`config.mk`:
```
export PLATFORM = sky130hd
export DESIGN_NAME = stk_pipe_dl_flat
export DESIGN_NICKNAME = d
export VERILOG_FILES = /design/src/rtl/stk_pipe_dl_if.sv /design/src/rtl/stk_pipe_dl.sv /design/src/flat_wrapper.sv
export SDC_FILE = /design/constraint.sdc
export NUM_CORES = 1
export LEC_CHECK = 0
export ABC_AREA = 0
export ABC_CLOCK_PERIOD_IN_PS = 3750
export BUFFER_PORTS_ARGS = -buffer_cell sky130_fd_sc_hd__buf_4
export CELL_PAD_IN_SITES_DETAIL_PLACEMENT = 1
export CELL_PAD_IN_SITES_GLOBAL_PLACEMENT = 2
export CORE_MARGIN = 8
export CORE_UTILIZATION = 41
export DETAILED_ROUTE_END_ITERATION = 10
export GPL_ROUTABILITY_DRIVEN = 0
export PLACE_DENSITY = 0.81
export SLEW_MARGIN = 20
export SYNTH_ARGS = -nofsm -noshare
export SYNTH_HDL_FRONTEND = slang
export SYNTH_SLANG_ARGS = --single-unit
```
`constraint.sdc`:
```
create_clock -name clk -period 3.75 [get_ports clk]
set_clock_uncertainty 0.05 [all_clocks]
set_input_delay 0.75 -clock clk [delete_from_list [all_inputs] [get_ports clk]]
set_output_delay 0.75 -clock clk [all_outputs]
set_load 0.005 [all_outputs]
```
`src/rtl/stk_pipe_dl_if.sv`:
```
`default_nettype none
// ============================================================================
// Module      : stk_pipe_dl_if
// Description : Bundles the retire-return handshake, the allocator snoop
//               inputs and the dealloc outputs of stk_pipe_dl. Signal names
//               keep the i_/o_ direction prefixes as seen from the engine.
//               The slave modport is the engine; the master modport is the
//               environment around it.
// Revision    : 1.0 - initial release
// ============================================================================
interface stk_pipe_dl_if #(
  parameter int PTR_W = 8
) ();

  // Retire-side pointer return handshake.
  logic             i_rtn_vld;
  logic [PTR_W-1:0] i_rtn_ptr;
  logic             o_rtn_rdy;

  // Allocator snoop inputs.
  logic             i_ad_alloc;
  logic             i_al_init_busy;

  // Dealloc bus to the allocator, plus status.
  logic             o_dealloc_vld;
  logic [PTR_W-1:0] o_dealloc_ptr;
  logic             o_busy_r;
  logic             o_err_dup_r;

  modport slave (
    input  i_rtn_vld,
    input  i_rtn_ptr,
    output o_rtn_rdy,
    input  i_ad_alloc,
    input  i_al_init_busy,
    output o_dealloc_vld,
    output o_dealloc_ptr,
    output o_busy_r,
    output o_err_dup_r
  );

  modport master (
    output i_rtn_vld,
    output i_rtn_ptr,
    input  o_rtn_rdy,
    output i_ad_alloc,
    output i_al_init_busy,
    input  o_dealloc_vld,
    input  o_dealloc_ptr,
    input  o_busy_r,
    input  o_err_dup_r
  );

endinterface
`default_nettype wire

```
`src/rtl/stk_pipe_dl.sv`:
```
`default_nettype none
// ============================================================================
// Module      : stk_pipe_dl
// Description : Descriptor return (dealloc) engine. Buffers freed pointers
//               from the pipeline retire point in a small FIFO and hands them
//               back to the allocator one per cycle, preferring cycles where
//               the allocator admits an alloc so its collision bypass can
//               recycle the pointer directly.
//               Pointer layout is {bnk_id, line_id}, PTR_W bits in total.
//               Optional feature macro: STK_PIPE_DL_DUP_CHK_EN
//                 defined   -> duplicate-return detection, sticky o_err_dup_r
//                 undefined -> no compare logic, o_err_dup_r tied low
// Revision    : 1.0 - initial release
// ============================================================================
module stk_pipe_dl #(
  parameter int PTR_W  = 8,         // must match the interface PTR_W
  parameter int DEPTH  = 4,         // FIFO entries, power of two, >= 2
  parameter int HOLD_N = 3,         // max head wait for a collision, 0 = never hold
  parameter int HI_WM  = DEPTH - 1  // occupancy forcing unconditional emit
) (
  input  logic         clk,
  input  logic         arst,
  stk_pipe_dl_if.slave bus
);

  // --------------------------------------------------------------------------
  // Derived sizes and width-matched constants
  // --------------------------------------------------------------------------
  localparam int AW    = (DEPTH > 1) ? $clog2(DEPTH) : 1;
  localparam int CW    = AW + 1;
  localparam int AGE_W = (HOLD_N > 0) ? $clog2(HOLD_N + 1) : 1;

  localparam logic [CW-1:0]    C_DEPTH = CW'(DEPTH);
  localparam logic [CW-1:0]    C_HI_WM = CW'(HI_WM);
  localparam logic [AGE_W-1:0] C_HOLD  = AGE_W'(HOLD_N);

  typedef enum logic [0:0] {
    ST_INIT = 1'b0,
    ST_RUN  = 1'b1
  } state_t;

  // --------------------------------------------------------------------------
  // State
  // --------------------------------------------------------------------------
  state_t           state_q, state_d;
  logic [PTR_W-1:0] mem_q [DEPTH];
  logic [PTR_W-1:0] mem_d [DEPTH];
  logic [AW-1:0]    wr_ptr_q, wr_ptr_d;
  logic [AW-1:0]    rd_ptr_q, rd_ptr_d;
  logic [CW-1:0]    cnt_q, cnt_d;
  logic [AGE_W-1:0] age_q, age_d;
  logic             busy_q, busy_d;
  logic             err_q, err_d;

  // --------------------------------------------------------------------------
  // Combinational helpers
  // --------------------------------------------------------------------------
  logic             w_empty;
  logic             w_full;
  logic             w_run;
  logic             w_push_acc;   // handshake completed on the return port
  logic             w_dup;        // accepted pointer already buffered
  logic             w_push;       // pointer actually written
  logic             w_emit;       // head goes to the allocator this cycle
  logic [PTR_W-1:0] w_head;

  assign w_empty    = (cnt_q == '0);
  assign w_full     = (cnt_q == C_DEPTH);
  assign w_run      = (state_q == ST_RUN);
  assign w_head     = mem_q[rd_ptr_q];

  // Ready depends on occupancy only, so there is no path from i_ad_alloc to
  // o_rtn_rdy; a full FIFO stalls even when its head leaves this cycle.
  assign w_push_acc = bus.i_rtn_vld & ~w_full;
  assign w_push     = w_push_acc & ~w_dup;

  // Emit on a same-cycle alloc (collision), on head timeout, or when the
  // buffer is close to full. Combinational from i_ad_alloc by design.
  assign w_emit = w_run & ~w_empty &
                  (bus.i_ad_alloc | (age_q >= C_HOLD) | (cnt_q >= C_HI_WM));

  // --------------------------------------------------------------------------
  // Duplicate-return detection
  // --------------------------------------------------------------------------
`ifdef STK_PIPE_DL_DUP_CHK_EN
  logic [DEPTH-1:0] w_slot_hit;

  // An entry is live when its distance from the read pointer is below the
  // occupancy. The head being popped this cycle is still live here, so the
  // same compare also covers the entry leaving the FIFO.
  for (genvar gi = 0; gi < DEPTH; gi++) begin : g_dup
    logic [AW-1:0] w_off;
    assign w_off          = AW'(gi) - rd_ptr_q;
    assign w_slot_hit[gi] = ({1'b0, w_off} < cnt_q) &&
                            (mem_q[gi] == bus.i_rtn_ptr);
  end

  assign w_dup = |w_slot_hit;

  // Sticky error: set by any accepted duplicate, cleared only by reset.
  always_comb begin
    err_d = err_q | (w_push_acc & w_dup);
  end
`else
  assign w_dup = 1'b0;

  // Feature not built: the error flag can never set.
  always_comb begin
    err_d = 1'b0;
  end
`endif

  // --------------------------------------------------------------------------
  // Next-state logic
  // --------------------------------------------------------------------------

  // FSM: leave INIT once the allocator finishes building its free list.
  always_comb begin
    state_d = state_q;
    case (state_q)
      ST_INIT: if (!bus.i_al_init_busy) state_d = ST_RUN;
      ST_RUN:  state_d = ST_RUN;
      default: state_d = ST_INIT;
    endcase
  end

  // FIFO storage, pointers and occupancy; pointers wrap naturally mod DEPTH.
  always_comb begin
    for (int i = 0; i < DEPTH; i++) begin
      mem_d[i] = mem_q[i];
    end
    if (w_push) begin
      mem_d[wr_ptr_q] = bus.i_rtn_ptr;
    end
    wr_ptr_d = wr_ptr_q + AW'(w_push);
    rd_ptr_d = rd_ptr_q + AW'(w_emit);
    cnt_d    = cnt_q + CW'(w_push) - CW'(w_emit);
  end

  // Head age: counts RUN cycles the head waits, saturating at HOLD_N;
  // restarts for every new head and stays at zero while idle or in INIT.
  always_comb begin
    age_d = age_q;
    if (!w_run || w_empty || w_emit) begin
      age_d = '0;
    end else if (age_q < C_HOLD) begin
      age_d = age_q + AGE_W'(1);
    end
  end

  // Busy status registered from next-state values so it tracks the
  // current INIT/occupancy state with no extra cycle of lag.
  always_comb begin
    busy_d = (state_d == ST_INIT) | (cnt_d != '0);
  end

  // --------------------------------------------------------------------------
  // Registers
  // --------------------------------------------------------------------------

  // All state clears asynchronously; buffered pointers are discarded.
  always_ff @(posedge clk or posedge arst) begin
    if (arst) begin
      state_q  <= ST_INIT;
      for (int i = 0; i < DEPTH; i++) begin
        mem_q[i] <= '0;
      end
      wr_ptr_q <= '0;
      rd_ptr_q <= '0;
      cnt_q    <= '0;
      age_q    <= '0;
      busy_q   <= 1'b1;
      err_q    <= 1'b0;
    end else begin
      state_q  <= state_d;
      for (int i = 0; i < DEPTH; i++) begin
        mem_q[i] <= mem_d[i];
      end
      wr_ptr_q <= wr_ptr_d;
      rd_ptr_q <= rd_ptr_d;
      cnt_q    <= cnt_d;
      age_q    <= age_d;
      busy_q   <= busy_d;
      err_q    <= err_d;
    end
  end

  // --------------------------------------------------------------------------
  // Outputs
  // --------------------------------------------------------------------------
  assign bus.o_rtn_rdy     = ~w_full;
  assign bus.o_dealloc_vld = w_emit;
  assign bus.o_dealloc_ptr = w_emit ? w_head : '0;
  assign bus.o_busy_r      = busy_q;
  assign bus.o_err_dup_r   = err_q;

endmodule
`default_nettype wire
```
`src/flat_wrapper.sv`:
```
// flat-port wrapper written by rule: the top's interface ports become plain ports
module stk_pipe_dl_flat 
#(
  parameter int PTR_W  = 8,                                          
  parameter int DEPTH  = 4,                                            
  parameter int HOLD_N = 3,                                                         
  parameter int HI_WM  = DEPTH - 1                                         
)
  (clk, arst, bus_i_rtn_vld, bus_i_rtn_ptr, bus_o_rtn_rdy, bus_i_ad_alloc, bus_i_al_init_busy, bus_o_dealloc_vld, bus_o_dealloc_ptr, bus_o_busy_r, bus_o_err_dup_r);
  stk_pipe_dl_if #(.PTR_W(PTR_W)) bus_i ();
  input  logic clk;
  input  logic arst;
  input wire logic [$bits(bus_i.i_rtn_vld)-1:0] bus_i_rtn_vld;
  input wire logic [$bits(bus_i.i_rtn_ptr)-1:0] bus_i_rtn_ptr;
  output wire logic [$bits(bus_i.o_rtn_rdy)-1:0] bus_o_rtn_rdy;
  input wire logic [$bits(bus_i.i_ad_alloc)-1:0] bus_i_ad_alloc;
  input wire logic [$bits(bus_i.i_al_init_busy)-1:0] bus_i_al_init_busy;
  output wire logic [$bits(bus_i.o_dealloc_vld)-1:0] bus_o_dealloc_vld;
  output wire logic [$bits(bus_i.o_dealloc_ptr)-1:0] bus_o_dealloc_ptr;
  output wire logic [$bits(bus_i.o_busy_r)-1:0] bus_o_busy_r;
  output wire logic [$bits(bus_i.o_err_dup_r)-1:0] bus_o_err_dup_r;
  assign bus_i.i_rtn_vld = bus_i_rtn_vld;
  assign bus_i.i_rtn_ptr = bus_i_rtn_ptr;
  assign bus_o_rtn_rdy = bus_i.o_rtn_rdy;
  assign bus_i.i_ad_alloc = bus_i_ad_alloc;
  assign bus_i.i_al_init_busy = bus_i_al_init_busy;
  assign bus_o_dealloc_vld = bus_i.o_dealloc_vld;
  assign bus_o_dealloc_ptr = bus_i.o_dealloc_ptr;
  assign bus_o_busy_r = bus_i.o_busy_r;
  assign bus_o_err_dup_r = bus_i.o_err_dup_r;
  stk_pipe_dl #(.PTR_W(PTR_W), .DEPTH(DEPTH), .HOLD_N(HOLD_N), .HI_WM(HI_WM)) u_core (.clk(clk), .arst(arst), .bus(bus_i));
endmodule
```
[Word level (Yosys, flattened, before mapping)]
Index checks and enable logic that the tools add are counted.
Operators by class
  equality and inequality tests: 1
  mux-type cells: 11
  bitwise operators: 12
  magnitude comparators: 6
  reductions and logical operators: 7
  add/sub/neg operators: 5
Operators by type and width (count)
  $bwmux W32: 1
  $mux W8: 4
  $bmux W8 S2: 1
  $demux W8 S2: 1
  $ge A3 B3 Y1 const B: 2
  $not A2 Y3: 2
  $add A2 B1 Y2: 2
  $mux W2: 2
  $not A1 Y1: 4
  $add A3 B1 Y3: 1
  $and A1 B1 Y1: 3
  $eq A3 B3 Y1 const B: 1
  $ge A3 B2 Y1 const B: 1
  $logic_not A3 Y1: 1
  $lt A3 B1 Y1 const B: 1
  $or A1 B1 Y1: 3
  $reduce_bool A3 Y1: 1
  $sub A3 B1 Y3: 1
  $add A2 B1 Y2 const B: 1
  $ge A2 B2 Y1 const B: 1
  $logic_or A1 B1 Y1: 2
  $lt A2 B2 Y1 const B: 1
  $pmux W1 S2: 1
  $reduce_bool A2 Y1: 1
  3 further kinds: 3
Storage, ports and cells
  input bits: 13
  register bits: 43
  output and inout port bits: 12
  logic and storage cells: 52

[Longest topological paths before layout]
Gate-level depths: netlist of the first run.
  depth in word-level cells: 7
  depth in mapped cells: 10
  mapped depth without buffers: 10

[Worst setup path before layout of the first run]
No wires, ideal clock.
  path type: input to register
  start: input bus_i_ad_alloc
  end: register u_core.busy_q (netlist: u_core.bus.o_busy_r)
  stages: 8
  data arrival time: 2824 ps
  path buffers: 0
  library setup time: 100 ps
  setup slack: 775 ps
  required time: 3600 ps
  path through: nor3_1 > a21boi_1 > ha_1 > inv_1 > ha_1 > fa_1 > xor2_1 > or4b_2
On the way
  cells in the longest elaborated chain, start to end: 6
RTL lines
  from (decl): line flat_wrapper.sv:16  | input wire logic [$bits(bus_i.i_ad_alloc)-1:0] bus_i_ad_alloc;
  $or A1 B1 Y1 (2 in series): line stk_pipe_dl.sv:80  | (bus.i_ad_alloc | (age_q >= C_HOLD) | (cnt_q >= C_HI_WM));
  $and A1 B1 Y1: line stk_pipe_dl.sv:79  | assign w_emit = w_run & ~w_empty &
  via bus_o_dealloc_vld: line flat_wrapper.sv:18  | output wire logic [$bits(bus_i.o_dealloc_vld)-1:0] bus_o_dealloc_vld;
  $sub A3 B1 Y3: line stk_pipe_dl.sv:137  | cnt_d = cnt_q + CW'(w_push) - CW'(w_emit);
  via u_core.cnt_d[2]: line stk_pipe_dl.sv:50  | logic [CW-1:0] cnt_q, cnt_d;
  $reduce_bool A3 Y1: line stk_pipe_dl.sv:154  | busy_d = (state_d == ST_INIT) | (cnt_d != '0);
  $or A1 B1 Y1: line stk_pipe_dl.sv:154
  via u_core.busy_d: line stk_pipe_dl.sv:52  | logic busy_q, busy_d;
  to (signal assigned): line stk_pipe_dl.sv:183  | busy_q <= busy_d;
  to (decl): line stk_pipe_dl.sv:52
The timed path passes the listed nets, and every way through them passes these cells.
A chain may end at the register's enable or synchronous reset.

[Final worst setup path of the first run]
  start: register u_core.cnt_q[1]
  end: register u_core.busy_q (netlist: u_core.bus.o_busy_r)
On the way
  cells in the longest elaborated chain, start to end: 7
  elaborated cells on any way between the ends: 13
  those cells by class: 2 x add/sub; 1 x order compare; 1 x eq/ne; 7 x bitwise; 2 x reduce/logical
RTL lines
  from (decl): line stk_pipe_dl.sv:50
  from (signal assigned): line stk_pipe_dl.sv:181  | cnt_q <= cnt_d;
  $eq A3 B3 Y1 or $logic_not A3 Y1 (tied branches): line stk_pipe_dl.sv:68, stk_pipe_dl.sv:67
  $not A1 Y1, on equally long branches: line stk_pipe_dl.sv:74, stk_pipe_dl.sv:79
  $and A1 B1 Y1, on equally long branches: line stk_pipe_dl.sv:74, stk_pipe_dl.sv:79
  $add A3 B1 Y3 or $and A1 B1 Y1 (tied branches): line stk_pipe_dl.sv:137, stk_pipe_dl.sv:79
  $sub A3 B1 Y3 (*): line stk_pipe_dl.sv:137
  via u_core.cnt_d[2]: line stk_pipe_dl.sv:50
  $reduce_bool A3 Y1 (*): line stk_pipe_dl.sv:154
  $or A1 B1 Y1 (*): line stk_pipe_dl.sv:154
  via u_core.busy_d: line stk_pipe_dl.sv:52
The timed path passes the listed nets; every way through them passes the cells marked *.

==> results of run 1 <==
==> per-layer routing <==
metal | wire [um] | global-route usage [%]
met5 | 0 | 0
met4 | 61 | 5.25
met3 | 156 | 3.53
met2 | 2300 | 24.1
met1 | 1710 | 14.3
==> cell type report <==
| type | count | share of cell area, % |
|---|---|---|
| inverters | 8 | 1.28 |
| clock buffers | 8 | 3.43 |
| repair buffers | 25 | 8.03 |
| well taps | 67 | 3.59 |
| multi-input cells | 75 | 37.6 |
| flip-flops and latches | 43 | 46.1 |
==> metrics by stage <==
step	cells	power, mW	instance area [sq um]	hold slack [ns]	util (%)
2_1_floorplan	131	1.52	2020	0.359	-
3_3_place_gp	218	1.81	2260	0.372	47.8
5_1_grt	226	2.35	2340	0.417	49.5
3_5_place_dp	218	1.91	2260	0.393	47.8
4_1_cts	226	2.20	2340	0.403	49.5
6_report	226	2.16	2340	0.394	49.5
==> power groups by stage <==
stage	logic, mW	registers (mW)	clock network, mW
finish	0.990	0.884	0.281
global route	1.10	0.928	0.315
CTS	1.02	0.888	0.291
detailed placement	1.02	0.894	0
global placement	0.943	0.868	0
floorplan	0.727	0.796	0
==> worst max-delay path, stage by stage, from the launching register on <==
cell and delay (ns):
dfrtp_1 0.45, ha_1 0.22, o21ai_0 0.25, a21boi_1 0.15
ha_1 0.30, inv_1 0.04, ha_1 0.20, fa_1 0.39
xor2_1 0.19, or4b_2 0.63
==> cell families (layout without fill, tap and decap cells) <==
family	count (synthesis)	after routing
compound gates	3	3
xor+xnor	3	3
fa+ha+maj	7	7
buf+inv	13	41
flops	43	43
mux	40	40
other cells	1	1
simple gates	21	21
==> flip-flops by register name, indices dropped and copies added, names as in the netlist <==
register             count
u_core.mem_q            32
u_core.cnt_q             3
u_core.age_q             2
u_core.rd_ptr_q          2
u_core.wr_ptr_q          2
u_core.bus.o_busy_r      1
u_core.state_q           1
==> worst paths after layout <==
path	endpoint	depth (start not counted)	slack, ns
setup / recovery	u_core.bus.o_busy_r	9	0.80
hold / removal	u_core.age_q[0]	1	0.39
hold reg to reg	u_core.age_q[0]	1	0.39
setup reg to reg	u_core.bus.o_busy_r	9	0.80
min in group asynchronous	u_core.mem_q[10]	3	0.55
max in group asynchronous	u_core.bus.o_busy_r	3	2.72
==> cell usage after synthesis (all sizes together) (2+ instances only) <==
cell / number / share of area, %
and2: 8 / 2.5
buf: 4 / 1.4
dfrtp: 42 / 52
ha: 6 / 3.7
inv: 8 / 1.5
mux2: 32 / 19
mux4: 8 / 8.9
nor2: 2 / 0.37
nor3: 2 / 0.74
nor3b: 2 / 1.5
or4b: 2 / 0.99
xor2: 3 / 1.3
==> impl_metrics.csv, run 1 <==
group,metric,value,unit
synthesis,synth_xor_area_share,1.30,%
power_and_ir_drop,seqPwrFrac,41.0,%
layout,multiInputGateArea,878,sq um
drt,routed_wl,4230,um
critical_path,crit_required,3.90,ns
cts,cts_tree,"done",
die,ios,25,
critical_path,worstPathArrival,3.10,ns
power_and_ir_drop,p_leak,1.06,nW
drt,vias,1144,
synthesis,synthArstFlopShare,100,%
drt,drcViolationCount,0,
timing,tns,0,ns
grt,grt_pass1_vias,1420,
grt,antenna_found_initial,0,
drt,ant_nets,0,
grt,overflow,0,
die,dieArea,7420,sq um
layout,layout_common_cells,"42 x dfrtp_1, 25 x buf_4, 24 x mux2_2",
grt,grt_use_total,13.3,%
synthesis,synth-simple-area-share,7.94,%
timing,rsz0062_at_grt,"no",
critical_path,path_class,"flop to flop",
critical_path,crit_path_start_kind,"flop",
timing,maxSlewHeadroom,42.2,%
critical_path,endpoint_kind,"flop",
drt,drt-initial-drc-count,60,
die,rows,25,
outcome,outcome,"finished, final reports clean",
power_and_ir_drop,intPower,1.46,mW
timing,layout_min_cycle_time,2.95,ns
synthesis,synth_cell_types,30,
die,dieWidth,86.2,um
cts,h-tree-depth,2,
synthesis,syn-num-nets,151,
cts,path_clk_slew,0.08,ns
timing,max_freq,0.339,GHz
synthesis,synth-edff-count,0,
timing,worst_slack,0.796,ns
synthesis,synth-compound-area-share,1.12,%
timing,hold_violations,0,
drt,routed_via_density,5.06,
grt,grt_pass1_wl,7520,um
cts,cts_sinks,43,
cts,cts_made_buffers,5,
cts,ctsResizeCount,0,
cts,cts_setup_buffers,0,
die,die_y,86.2,um
cts,worstSkewPairLatency,0.29,ns
synthesis,syn_avg_cell_area,15.4,sq um
layout,nNetsFinal,178,
die,coreArea,4720,sq um
power_and_ir_drop,ir_drop,0.411,mV
placed_design,hpwl,3050,um
synthesis,ys_warn_count,0,
synthesis,yosysSeqAreaShare,53.4,%
layout,mostFrequentLayoutCell,"dfrtp_1",
placed_design,place_ws,0.556,ns
power_and_ir_drop,combPwrFrac,45.9,%
layout,nFillCells,478,
power_and_ir_drop,p_sw_share,32.4,%
power_and_ir_drop,p_sw,0.699,mW
layout,diodes,0,
power_and_ir_drop,pwr_density_cell,922,nW/um^2
timing,tightest_slew,0.862,ns
synthesis,yosys.area_share.adder,4.71,%
drt,dr.pass1.iters,4,
flow_run,drv_cap,0,
grt,grt_max_degree,44,
synthesis,synthMuxAreaShare,28.3,%
hold_path,hp-class,"flop to flop",
layout,areaGrowthSynthToFinish,15.8,%
power_and_ir_drop,pwr-share-clk,13.0,%
synthesis,synthCells,131,
hold_path,hp-start,"u_core.age_q[0]",
cts,cts_max_path_buffers,2,
placed_design,port_buffers,23,
critical_path,r2r-start,"u_core.cnt_q[1]",
synthesis,ys.flop_type,"dfrtp_1",
critical_path,crit_fanout,5,
timing,maxSlewViolCount,0,
die,start_util,42.7,%
cts,cts_root_buf,"clkbuf_8",
timing,post-route-period-util,78.8,%
cts,ctsHoldBuffers,0,
critical_path,crit_start,"u_core.cnt_q[1]",
timing,setup_viol,0,
synthesis,synth_top_family_by_area,"multiplexers",
drt,detail_route.wl_per_cell,18.7,um
synthesis,netlist_area,2020,sq um
layout,register_area,1080,sq um
layout,layout-drive-gt1-share,49.1,%
synthesis,synth.ff_latch_count,43,
No activity file was read; power rests on OpenSTA's default activity.
==> run 2, diff against run 1 <==
--- a/config.mk
+++ b/config.mk
@@ -5,16 +5,16 @@
 export SDC_FILE = /design/constraint.sdc
 export NUM_CORES = 1
 export LEC_CHECK = 0
-export ABC_AREA = 0
-export ABC_CLOCK_PERIOD_IN_PS = 3750
+export ABC_AREA = 1
+export ABC_CLOCK_PERIOD_IN_PS = 2400
 export BUFFER_PORTS_ARGS = -buffer_cell sky130_fd_sc_hd__buf_4
 export CELL_PAD_IN_SITES_DETAIL_PLACEMENT = 1
 export CELL_PAD_IN_SITES_GLOBAL_PLACEMENT = 2
 export CORE_MARGIN = 8
-export CORE_UTILIZATION = 41
+export CORE_UTILIZATION = 31
 export DETAILED_ROUTE_END_ITERATION = 10
 export GPL_ROUTABILITY_DRIVEN = 0
-export PLACE_DENSITY = 0.81
+export PLACE_DENSITY = 0.78
 export SLEW_MARGIN = 20
 export SYNTH_ARGS = -nofsm -noshare
 export SYNTH_HDL_FRONTEND = slang
==> constraint.sdc (replaced) <==
create_clock -name clk -period 2.4 [get_ports clk]
set_clock_uncertainty 0.05 [all_clocks]
set_input_delay 0.48 -clock clk [delete_from_list [all_inputs] [get_ports clk]]
set_output_delay 0.48 -clock clk [all_outputs]
set_load 0.005 [all_outputs]
==> run 2 against run 1 <==
Setup slack worse by 0.62 ns; core utilization is 12 points lower; sequential power increased by 46%; die area grew 47%; synthesized cell count is 140% higher; clock power rose by 110%; register-to-register slack worse by 0.62 ns; first-iteration DRC count increased by 3.3%; maximum frequency grew 33%; area after synthesis grew 20%; cell area up 21%; critical endpoint unchanged; largest cell class unchanged.
==> impl_metrics.csv, run 2 <==
group,metric,value,unit
synthesis,synthCells,311,
grt,overflow,0,
die,ios,25,
drt,drcViolationCount,0,
timing,layout_min_cycle_time,2.22,ns
timing,hold_ws,0.263,ns
layout,mostFrequentLayoutCell,"nand2_1",
power_and_ir_drop,ir_drop,0.662,mV
power_and_ir_drop,seqPwrFrac,32.0,%
timing,tns,0,ns
synthesis,synth.ff_latch_count,43,
layout,diodes,0,
synthesis,yosysSeqAreaShare,44.4,%
drt,drt-initial-drc-count,62,
timing,max_freq,0.450,GHz
cts,ctsHoldBuffers,0,
synthesis,yosys.area_share.adder,3.92,%
drt,routed_via_density,4.63,
timing,hold_violations,0,
synthesis,ys.flop_type,"dfrtp_1",
synthesis,synth-simple-area-share,36.7,%
synthesis,synthArstFlopShare,100,%
synthesis,synth_top_family_by_area,"simple AND/OR/NAND/NOR gates",
synthesis,synthMuxAreaShare,0,%
synthesis,synth_cell_types,26,
layout,top_regs,"u_core.mem_q: 32 flops, u_core.cnt_q: 3 flops",
grt,grt_pass1_wl,11000,um
layout,nFillCells,960,
placed_design,port_buffers,23,
layout,regMostFlops,"u_core.mem_q",
synthesis,synth_area_leaders,"dfrtp_1 43%, nand2_1 17%, nand4_1 8.3%, inv_1 8.2%, nand3_1 3.7%",
die,dieArea,10900,sq um
synthesis,syn_avg_cell_area,7.80,sq um
synthesis,synth-compound-area-share,0.877,%
drt,detail_route.wl_per_cell,14.7,um
synthesis,yosysTopAreaCell,"dfrtp_1",
drt,routed_wl,6450,um
layout,largest_reg_flops,32,
drt,vias,2035,
cts,worstSkewPairLatency,0.30,ns
power_and_ir_drop,p_leak,1.56,nW
layout,design_area,2840,sq um
die,die_y,104,um
grt,antenna_found_initial,0,
timing,post-route-period-util,92.5,%
drt,ant_nets,0,
timing,setup_viol,0,
cts,h-tree-depth,2,
flow_run,drv_cap,0,
die,start_util,31.7,%
layout,final_util,37.1,%
die,rows,32,
layout,areaGrowthSynthToFinish,17.0,%
synthesis,synth_top_area_share,43.3,%
synthesis,synth_common_cells,"109 x nand2_1, 53 x inv_1, 42 x dfrtp_1, 32 x nand4_1, 18 x nand3_1",
cts,cts_max_path_buffers,2,
timing,maxSlewViolCount,0,
timing,maxSlewHeadroom,62.6,%
power_and_ir_drop,pwr-share-clk,14.8,%
power_and_ir_drop,pwr_density_cell,1420,nW/um^2
cts,cts_tree,"done",
layout,layout-drive-gt1-share,18.0,%
timing,tightest_slew,0.561,ns
placed_design,hpwl,4600,um
die,dieWidth,104,um
placed_design,placed_area,2690,sq um
synthesis,synth_xor_area_share,1.08,%
outcome,outcome,"finished, final reports clean",
cts,cts_sinks,43,
hold_path,hp-class,"input port to asynchronous set/reset pin",
die,coreArea,7650,sq um
power_and_ir_drop,p_sw_share,44.0,%
timing,rsz0062_at_grt,"no",
drt,dr.pass1.iters,5,
critical_path,worstPathArrival,2.41,ns
synthesis,ys_warn_count,0,
synthesis,netlist_area,2430,sq um
critical_path,crit_fanout,3,
synthesis,syn-num-nets,331,
grt,grt_max_degree,44,
critical_path,endpoint_kind,"flop",
power_and_ir_drop,intPower,2.26,mW
critical_path,crit_required,2.59,ns
grt,grt_pass1_vias,2102,
synthesis,synth_most_common_cell,"nand2_1",
cts,path_clk_slew,0.09,ns
cts,cts_made_buffers,5,
layout,nNetsFinal,357,
power_and_ir_drop,p_sw,1.78,mW
critical_path,path_class,"flop to flop",
layout,final_cells,440,
synthesis,synth-edff-count,0,
placed_design,dp_cells,431,
critical_path,crit_path_start_kind,"flop",
layout,layout_common_cells,"109 x nand2_1, 51 x inv_1, 42 x dfrtp_1",
cts,cts_root_buf,"clkbuf_8",
grt,grt_use_total,12.5,%
power_and_ir_drop,combPwrFrac,53.2,%
## run 2: changes by cell type after synthesis, sizes merged, moves of 2 or more
cell,before,now
or4b,2,0
buf,4,13
nand3,1,22
nor2,2,19
nand2,1,111
nor3b,2,0
mux4,8,0
inv,8,56
and2,8,0
nand4,0,32
mux2,32,0
nor3,2,0
## run 2: worst max-delay path, stage by stage, from the launching register on
cell and delay (ns):
dfrtp_1 0.39, ha_2 0.18, inv_1 0.06, nand2_1 0.05, nor2_1 0.09, nand2_1 0.07, nand2_2 0.07, inv_2 0.06
ha_4 0.25, inv_1 0.03, ha_1 0.20, fa_2 0.55, nor2_1 0.04, nand3_1 0.06
## run 2: final cells by class
cell class | count | area, sq um | share of cell area (%)
sequential | 43 | 1080 | 37.9
clock buffer | 6 | 82.6 | 2.91
clock inverter | 2 | 35.0 | 1.23
multi-input combinational | 198 | 1060 | 37.4
tap | 102 | 128 | 4.50
timing repair buffer | 32 | 240 | 8.46
inverter | 57 | 215 | 7.58
## run 2: stage by stage
step	total power [mW]	setup WS, ns
after global placement	3.37	0.109
final	4.03	0.180
after global routing	4.46	0.00626
after detailed placement	3.43	0.0912
after floorplan	2.71	0.0594
after CTS	4.04	0.0793
## run 2: logic make-up after synthesis
logic type / after synthesis
simple gates: 184
buf+inv: 70
flops: 43
fa+ha+maj: 7
compound gates: 3
xor+xnor: 3
other cells: 1
## run 2: path summary, 6_finish.rpt
check | from | to | slack [ns] | depth (start not counted)
min reg2reg | u_core.mem_q[18] | u_core.mem_q[18] | 0.43 | 2
max | u_core.age_q[0] | u_core.bus.o_busy_r | 0.18 | 13
max in group asynchronous | arst | u_core.bus.o_busy_r | 1.65 | 3
max reg2reg | u_core.age_q[0] | u_core.bus.o_busy_r | 0.18 | 13
min in group clk | bus_i_al_init_busy | u_core.state_q | 0.32 | 2
min | arst | u_core.mem_q[21] | 0.26 | 3
## run 2: timing repair
item                                    4_1_cts  5_1_grt
gates resized for setup                       0        5
setup buffers                                 0        1
endpoints found under the setup margin        0        2
## run 2: layer usage
metal  track usage (%)  up-vias  share of wire [%]
met4              3.10        0               0.81
li1                  -     1023                  -
met5                 0        -                  0
met3              2.54        5                3.5
met1              16.6      971                 50
met2              20.0       36                 46
## run 2: power by group through the flow
stage	clock network [mW]	logic, mW	registers (mW)
2_1_floorplan	0	1.48	1.23
3_3_place_gp	0	2.07	1.30
3_5_place_dp	0	2.13	1.31
4_1_cts	0.615	2.13	1.29
5_1_grt	0.634	2.49	1.34
6_report	0.596	2.15	1.29
